**config.mk**
```make
export PLATFORM = sky130hd
export DESIGN_NAME = mem_arbiter
export DESIGN_NICKNAME = d
export VERILOG_FILES = /design/src/rtl/mem_arbiter.sv
export SDC_FILE = /design/constraint.sdc
export NUM_CORES = 1
export LEC_CHECK = 0
export ABC_CLOCK_PERIOD_IN_PS = 5850
export CORE_MARGIN = 4
export CORE_UTILIZATION = 54
export DETAILED_ROUTE_END_ITERATION = 16
export PLACE_DENSITY_LB_ADDON = 0.3
export SLEW_MARGIN = 20
export SYNTH_ARGS = -nofsm -noshare
export SYNTH_HDL_FRONTEND = slang
export SYNTH_SLANG_ARGS = --single-unit
```
**constraint.sdc**
```tcl
create_clock -name clk -period 5.85 [get_ports clk]
set_input_delay 1.4625 -clock clk [delete_from_list [all_inputs] [get_ports clk]]
set_output_delay 1.4625 -clock clk [all_outputs]
set_load 0.005 [all_outputs]
```
**src/rtl/mem_arbiter.sv**
```systemverilog
// mem_arbiter: single owner of the byte-wide RAM port, shared by instruction
// fetch and MEM-stage loads/stores. Accesses of 1/2/4 bytes are serialised
// into byte cycles and assembled little-endian. MEM wins over IF.
module mem_arbiter #(
   parameter int unsigned ADDR_W = 32,
   parameter int unsigned DATA_W = 32
) (
   input  logic              clk,
   input  logic              rst,
   input  logic              rdy,
   input  logic              flush,
   input  logic              if_req,
   input  logic [ADDR_W-1:0] if_addr,
   output logic              if_done,
   output logic [DATA_W-1:0] if_inst,
   input  logic              mem_req,
   input  logic              mem_we,
   input  logic [1:0]        mem_len,
   input  logic [ADDR_W-1:0] mem_addr,
   input  logic [DATA_W-1:0] mem_wdata,
   output logic              mem_done,
   output logic [DATA_W-1:0] mem_rdata,
   output logic              stall_mem,
   input  logic [7:0]        ram_din,
   output logic [7:0]        ram_dout,
   output logic [ADDR_W-1:0] ram_a,
   output logic              ram_wr
);

   typedef enum logic [1:0] {IDLE, READ, WRITE, DONE} state_t;
   typedef enum logic {OWN_IF, OWN_MEM} owner_t;

   state_t            state_q;
   owner_t            owner_q;
   logic              we_q;
   logic [2:0]        n_q;
   logic [2:0]        cnt_q;
   logic [2:0]        cnt_nxt;
   logic [2:0]        req_n;
   logic [DATA_W-1:0] wdata_q;
   logic [DATA_W-1:0] buf_q;
   logic [DATA_W-1:0] if_inst_q;
   logic [DATA_W-1:0] mem_rdata_q;
   logic [ADDR_W-1:0] ram_a_q;
   logic [7:0]        ram_dout_q;
   logic              ram_wr_q;
   logic              if_done_q;
   logic              mem_done_q;

   assign cnt_nxt = cnt_q + 3'd1;

   // Byte count of a MEM request; length code 11 behaves as a word.
   always_comb begin
      case (mem_len)
         2'b00:   req_n = 3'd1;
         2'b01:   req_n = 3'd2;
         default: req_n = 3'd4;
      endcase
   end

   // Access sequencer: accept, issue/sample bytes, pulse done, return to IDLE.
   always_ff @(posedge clk) begin
      if (!rst) begin
         state_q     <= IDLE;
         owner_q     <= OWN_IF;
         we_q        <= 1'b0;
         n_q         <= '0;
         cnt_q       <= '0;
         wdata_q     <= '0;
         buf_q       <= '0;
         if_inst_q   <= '0;
         mem_rdata_q <= '0;
         ram_a_q     <= '0;
         ram_dout_q  <= '0;
         ram_wr_q    <= 1'b0;
         if_done_q   <= 1'b0;
         mem_done_q  <= 1'b0;
      end else if (rdy) begin
         if_done_q  <= 1'b0;
         mem_done_q <= 1'b0;
         case (state_q)
            IDLE: begin
               cnt_q <= '0;
               buf_q <= '0;
               if (mem_req) begin
                  owner_q <= OWN_MEM;
                  we_q    <= mem_we;
                  wdata_q <= mem_wdata;
                  n_q     <= req_n;
                  ram_a_q <= mem_addr;
                  if (mem_we) begin
                     ram_dout_q <= mem_wdata[7:0];
                     ram_wr_q   <= 1'b1;
                     state_q    <= WRITE;
                  end else begin
                     state_q <= READ;
                  end
               end else if (if_req && !flush) begin
                  owner_q <= OWN_IF;
                  we_q    <= 1'b0;
                  n_q     <= 3'd4;
                  ram_a_q <= if_addr;
                  state_q <= READ;
               end
            end
            READ: begin
               if (owner_q == OWN_IF && flush) begin
                  state_q <= IDLE;
               end else begin
                  cnt_q <= cnt_nxt;
                  if (cnt_nxt < n_q)
                     ram_a_q <= ram_a_q + ADDR_W'(1);
                  // byte addressed in cycle k is on ram_din in cycle k+1
                  if (cnt_q != 3'd0)
                     buf_q <= buf_q | (DATA_W'(ram_din) << {cnt_q - 3'd1, 3'b000});
                  if (cnt_q == n_q) begin
                     state_q <= DONE;
                     if (owner_q == OWN_IF)
                        if_done_q <= 1'b1;
                     else
                        mem_done_q <= 1'b1;
                  end
               end
            end
            WRITE: begin
               cnt_q <= cnt_nxt;
               if (cnt_nxt < n_q) begin
                  ram_a_q    <= ram_a_q + ADDR_W'(1);
                  ram_dout_q <= 8'(wdata_q >> {cnt_nxt, 3'b000});
               end else begin
                  ram_wr_q   <= 1'b0;
                  mem_done_q <= 1'b1;
                  state_q    <= DONE;
               end
            end
            DONE: begin
               state_q <= IDLE;
               // held data only commits once the done cycle is not flushed away
               if (owner_q == OWN_IF && !flush)
                  if_inst_q <= buf_q;
               if (owner_q == OWN_MEM && !we_q)
                  mem_rdata_q <= buf_q;
            end
            default: state_q <= IDLE;
         endcase
      end
   end

   assign if_done   = if_done_q & ~flush;
   assign if_inst   = if_done ? buf_q : if_inst_q;
   assign mem_done  = mem_done_q;
   assign mem_rdata = (mem_done_q && !we_q) ? buf_q : mem_rdata_q;
   assign stall_mem = mem_req & ~mem_done;
   assign ram_a     = ram_a_q;
   assign ram_dout  = ram_dout_q;
   assign ram_wr    = ram_wr_q & rdy;

endmodule

```
==> results.toml, run 1 <==
[cts]
clock_sinks = 181
cts_tree = "built"
cts.clk_slew.worst_paths_ps = 70
h-tree-depth = 4
cts_max_path_buffers = 2
cts_setup_buffers = 0
hold_buffers = 0
cts_buffers = 17
ctsRootBufferMaster = "clkbuf_16"
ctsResizeCount = 0
clock_latency_ps = 430

[layout]
final_common_cell = "nand2_1"
drive_gt1_share_pct = 12.4
regArea_sq_um = 3620
num-fill-cells = 1240
diodes = 0
layout_common_cells = "nand2_1 (238), clkdlybuf4s50_1 (219), dfxtp_1 (181), a21oi_1 (168), mux2_2 (77)"
nets = 1385
multiInputGateArea_sq_um = 4860
area_delta_synth_final_pct = 33.2

[hold_path]
whs_endpoint = "mem_rdata_q[21]"
min_from = "mem_rdata_q[21]"
hold_depth = 2
hold_path_class = "reg -> reg"

[sta]
setup_tns_ps = 0
period_needed_ps = 5040
worst_pin_slew_ps = 666
final_max_slew_viol_count = 0
fmax_mhz = 199
rsz0062_at_grt = "false"
setup_viol = 0
fin_crit_sh_pct = 86.1
hold_viol_final = 0
fin_ws_ps = 813
final.setup_skew_ps = 7.48
slew-limit-headroom_pct = 55.6

[floorplanning]
die_y_microns = 136
start_util_pct = 55.4
core_area_sq_um = 15900
die-area_sq_um = 18500
ios = 221
die_x_microns = 136
rows = 46

[synth]
postSynthCellCount = 1077
ys_seq_area_share_pct = 41.0
synth_edf_count = 0
synthesis.area_sq_um = 8830
yosysWarningCount = 0
ys_ff_latch = 181
yosysUniqueCellTypes = 61
syn_nets = 1201
synthArstFlopShare_pct = 0
synthFlopType = "dfxtp_1"
avgSynthCellArea_sq_um = 8.20

[detailed_routing]
avgViaCountPerCell = 5.84
wl_per_cell_microns = 17.6
ant_nets = 0
vias = 8703
firstDrtPassIters = 9
drt-total-wl_mm = 26.2
drcViolationCount = 0
initialDrtViolationCount = 783

[power_and_ir_drop]
power_leakage_nw = 4.14
p_per_area_nw_per_um2 = 260
vdd_drop_max_mv = 0.224

[global_route]
overflow = 0
first_global_vias = 8166
grt_max_degree = 60
grt_pass1_wl_mm = 41.7
grt_usage_pct = 27.9
antenna_found_initial = 0

[placed_design]
dp_slack_ps = 840
finalWeightedCongestion = 0.881
io_buffers = 220
hpwlAfterDp_mm = 18.4

[critical_path]
worstPathCellList = "clkdlybuf4s50_1 > inv_1 > nand2_1 > buf_4 > mux2_2 > clkdlybuf4s50_1"
r2r_cells = 10
critPathRequiredTime_ps = 4390
crit_fanout = 33
slowest_delay_ps = 650
crit_type = "in -> out"
reg2reg_slack_ps = 1990
worstSetupStartpointType = "primary input"
cp_slowest_cell = "clkdlybuf4s50_1"
timing.rr.start = "cnt_q[0]"
cp-end-kind = "primary output"
critPathMostFrequentCell = "clkdlybuf4s50_1"
arrival_ps = 3570
r2r_end = "ram_a[30]"

[outcome]
status = "complete, no violations"

[job]
drv_cap = 0
worst max path at each step:
stage	start	end	slack, ps
global route	flush	if_inst[25]	750
detailed placement	flush	if_inst[25]	840
floorplan	mem_req	stall_mem	1860
CTS	flush	if_inst[7]	820
global placement	flush	if_inst[27]	910
finish	flush	if_inst[7]	810
per-layer routing:
| metal | track usage [%] | share of wire, % | up-vias |
|---|---|---|---|
| li1 | - | - | 4209 |
| met1 | 36.0 | 41 | 4066 |
| met2 | 47.0 | 48 | 378 |
| met3 | 5.48 | 8.2 | 50 |
| met4 | 9.01 | 2.1 | 0 |
| met5 | 0 | 0 | - |
final cells by class:
type                       instances  share of cell area (%)
clock buffer                      22                    4.03
clock inverter                    10                   0.957
inverter                          15                   0.500
multi-input combinational        804                    41.3
sequential                       181                    30.8
tap                              216                    2.30
timing repair buffer             242                    20.1
power by group:
part / switching (mW) / leakage [nW] / internal [mW]
sequential: 0.0672 / 1.47 / 1.29
combinational: 0.293 / 2.39 / 0.266
clock: 0.504 / 0.279 / 0.633
total: 0.864 / 4.14 / 2.19
critical path: cells and delay by family:
family	cells	cell delay, ps
AND/OR/NAND/NOR	1	80
buffers and inverters	4	1610
multiplexers	1	400
flip-flops by register name, summed over array words and instances, names as in the netlist:
name and flops:
we_q 1, cnt_q 3, buf_q 32, mem_done 1
if_done_q 1, mem_rdata_q 32, n_q 3, wdata_q 32
owner_q 1, ram_dout 8, state_q 2, if_inst_q 32
ram_wr_q 1, ram_a 32
Yosys cell counts, types with 4 or more instances:
cell type | count | area (sq um)
a211oi_1 | 15 | 113
a21oi_1 | 169 | 846
a22oi_1 | 10 | 75.1
a31oi_1 | 6 | 37.5
and3_1 | 7 | 43.8
and4_1 | 4 | 35.0
buf_1 | 11 | 41.3
buf_2 | 10 | 50.1
clkbuf_1 | 53 | 199
dfxtp_1 | 181 | 3620
ha_1 | 11 | 138
inv_1 | 15 | 56.3
mux2_2 | 77 | 867
mux2i_1 | 18 | 180
mux4_2 | 8 | 180
nand2_1 | 238 | 893
nand2b_1 | 4 | 25.0
nand3_1 | 17 | 85.1
nand4_1 | 14 | 87.6
nor2_1 | 67 | 251
nor2b_1 | 7 | 43.8
nor3_1 | 9 | 45.0
nor4_1 | 14 | 87.6
o211ai_1 | 5 | 37.5
o21ai_0 | 30 | 150
o221a_2 | 6 | 67.6
o22ai_1 | 9 | 56.3
o31a_1 | 5 | 43.8
or4_1 | 5 | 37.5
stage by stage:
stage	utilization, %	instances	instance area [sq um]	hold slack (ps)	power [mW]
6_report	73.8	1490	11800	453	3.05
5_1_grt	73.8	1490	11800	469	3.17
4_1_cts	73.8	1490	11800	454	3.06
3_5_place_dp	70.1	1458	11200	444	1.93
3_3_place_gp	70.1	1458	11200	439	1.92
2_1_floorplan	-	1077	8830	433	1.68
logic make-up (layout without fill, tap and decap cells):
kind of cell             count (synthesis)  count (layout)  synth area share (%)
AO/OA/AOI/OAI                          283             283                  18.9
buffers and inverters                   92             289                  4.22
flip-flops                             181             181                  41.0
adder cells (fa/ha/maj)                 11              11                  1.56
XOR/XNOR                                 3               3                 0.298
AND/OR/NAND/NOR                        404             404                  20.1
multiplexers                           103             103                  13.9
Power figures use the tool's default switching activity.
==> run 2, diff against run 1 <==
- CORE_MARGIN: 4 -> 2
==> results.toml, run 2 (synthesized netlist as in run 1, its figures left out) <==
[power_and_ir_drop]
power_leakage_nw = 4.13
power.total_mw = 3.09
vdd_drop_max_mv = 0.259
p_per_area_nw_per_um2 = 263

[sta]
fmax_mhz = 198
worst_hold_slack_ps = 452
fin_ws_ps = 810
fin_crit_sh_pct = 86.2
final_max_slew_viol_count = 0
setup_tns_ps = 0
worst_pin_slew_ps = 1040
period_needed_ps = 5040
rsz0062_at_grt = "false"
final.setup_skew_ps = 20.5
hold_viol_final = 0
setup_viol = 0
slew-limit-headroom_pct = 30.5

[floorplanning]
die_y_microns = 132
ios = 221
die-area_sq_um = 17400
rows = 46
core_area_sq_um = 15900
die_x_microns = 132
start_util_pct = 55.4

[critical_path]
critPathRequiredTime_ps = 4390
worstPathCellList = "clkdlybuf4s50_1 > inv_1 > nand2_1 > buf_4 > mux2_2 > clkdlybuf4s50_1"
cp_num_buf_inv = 4
timing.rr.start = "cnt_q[0]"
cpLargestDelayFamily = "buffers and inverters"
cp-end-kind = "primary output"
r2r_end = "ram_a[30]"
arrival_ps = 3580
crit_type = "in -> out"
crit_fanout = 33
reg2reg_slack_ps = 1910
worstSetupStartpointType = "primary input"
critPathMostFrequentCell = "clkdlybuf4s50_1"
cp-startpoint = "flush"
slowest_delay_ps = 650
r2r_cells = 8
cp_slowest_cell = "clkdlybuf4s50_1"

[detailed_routing]
avgViaCountPerCell = 5.86
drt-total-wl_mm = 25.7
firstDrtPassIters = 6
ant_nets = 0
wl_per_cell_microns = 17.3
initialDrtViolationCount = 992
vias = 8720
drcViolationCount = 0

[layout]
nets = 1383
num-fill-cells = 1188
final_common_cell = "nand2_1"
regArea_sq_um = 3620
area_delta_synth_final_pct = 33.2
final_cells = 1488
multiInputGateArea_sq_um = 4860
diodes = 0
layout_common_cells = "nand2_1 (238), clkdlybuf4s50_1 (219), dfxtp_1 (181), a21oi_1 (168), mux2_2 (77)"
postLayoutCoreUtil_pct = 73.8
fin_area_sq_um = 11800
drive_gt1_share_pct = 12.3

[job]
drv_cap = 0

[cts]
ctsResizeCount = 0
h-tree-depth = 4
cts_tree = "built"
cts_buffers = 17
ctsRootBufferMaster = "clkbuf_16"
cts.clk_slew.worst_paths_ps = 70
clock_sinks = 181
clock_latency_ps = 450
cts_max_path_buffers = 2
hold_buffers = 0
cts_setup_buffers = 0

[placed_design]
finalWeightedCongestion = 0.857
hpwlAfterDp_mm = 17.5
dp_slack_ps = 845
io_buffers = 220
postPlaceCellArea_sq_um = 11200
placed_cells = 1456

[outcome]
status = "complete, no violations"

[hold_path]
hold_depth = 2
hold_path_class = "reg -> reg"
whs_endpoint = "if_inst_q[4]"
min_from = "if_inst_q[4]"

[global_route]
first_global_vias = 8169
grt_pass1_wl_mm = 41.7
grt_usage_pct = 29.2
grt.met2_usage_pct = 48.4
overflow = 0
grt_max_degree = 99
grt_use_met1_pct = 38.0
grt_busiest_layer = "met2"
antenna_found_initial = 0
grtUsageMet3_pct = 5.77
run 2: changes by cell type in the layout (fill, tap and decap cells not counted), sizes merged:
cell	change
bufinv	+1
clkinv	+3
clkbuf	-4
buf	-2
run 2: layout make-up:
cell class / count / area share, %
Inverter: 15 / 0.500
Tap cell: 216 / 2.30
Clock buffer: 18 / 3.65
Sequential cell: 181 / 30.8
Clock inverter: 14 / 1.45
Timing Repair Buffer: 240 / 20.0
Multi-Input combinational cell: 804 / 41.3
run 2: tightest hold or removal path: cells and delay by family, from the launching register on:
kind             cells  cell delay, ps
flip-flops           1             310
AND/OR/NAND/NOR      1              50
AO/OA/AOI/OAI        1              50
run 2: report_power, final:
part / internal [mW] / switching, mW / leakage (nW)
Combinational: 0.265 / 0.289 / 2.38
Sequential: 1.29 / 0.0714 / 1.47
Clock: 0.643 / 0.535 / 0.284
Total: 2.20 / 0.895 / 4.13
run 2: worst max-delay path by stage:
stage / endpoint / slack [ps] / depth (start not counted)
after global routing: if_inst[29] / 760 / 6
after detailed placement: if_inst[25] / 840 / 6
after floorplan: stall_mem / 1860 / 4
after global placement: if_inst[27] / 920 / 6
final: if_inst[25] / 810 / 6
after CTS: if_inst[25] / 820 / 6
run 2: routing by layer:
metal / share of wire, % / wire length, microns / up-vias
met2: 48 / 12400 / 358
met1: 43 / 11000 / 4140
met3: 7.0 / 1810 / 40
li1: - / - / 4182
met5: 0 / 0 / -
met4: 1.8 / 450 / 0
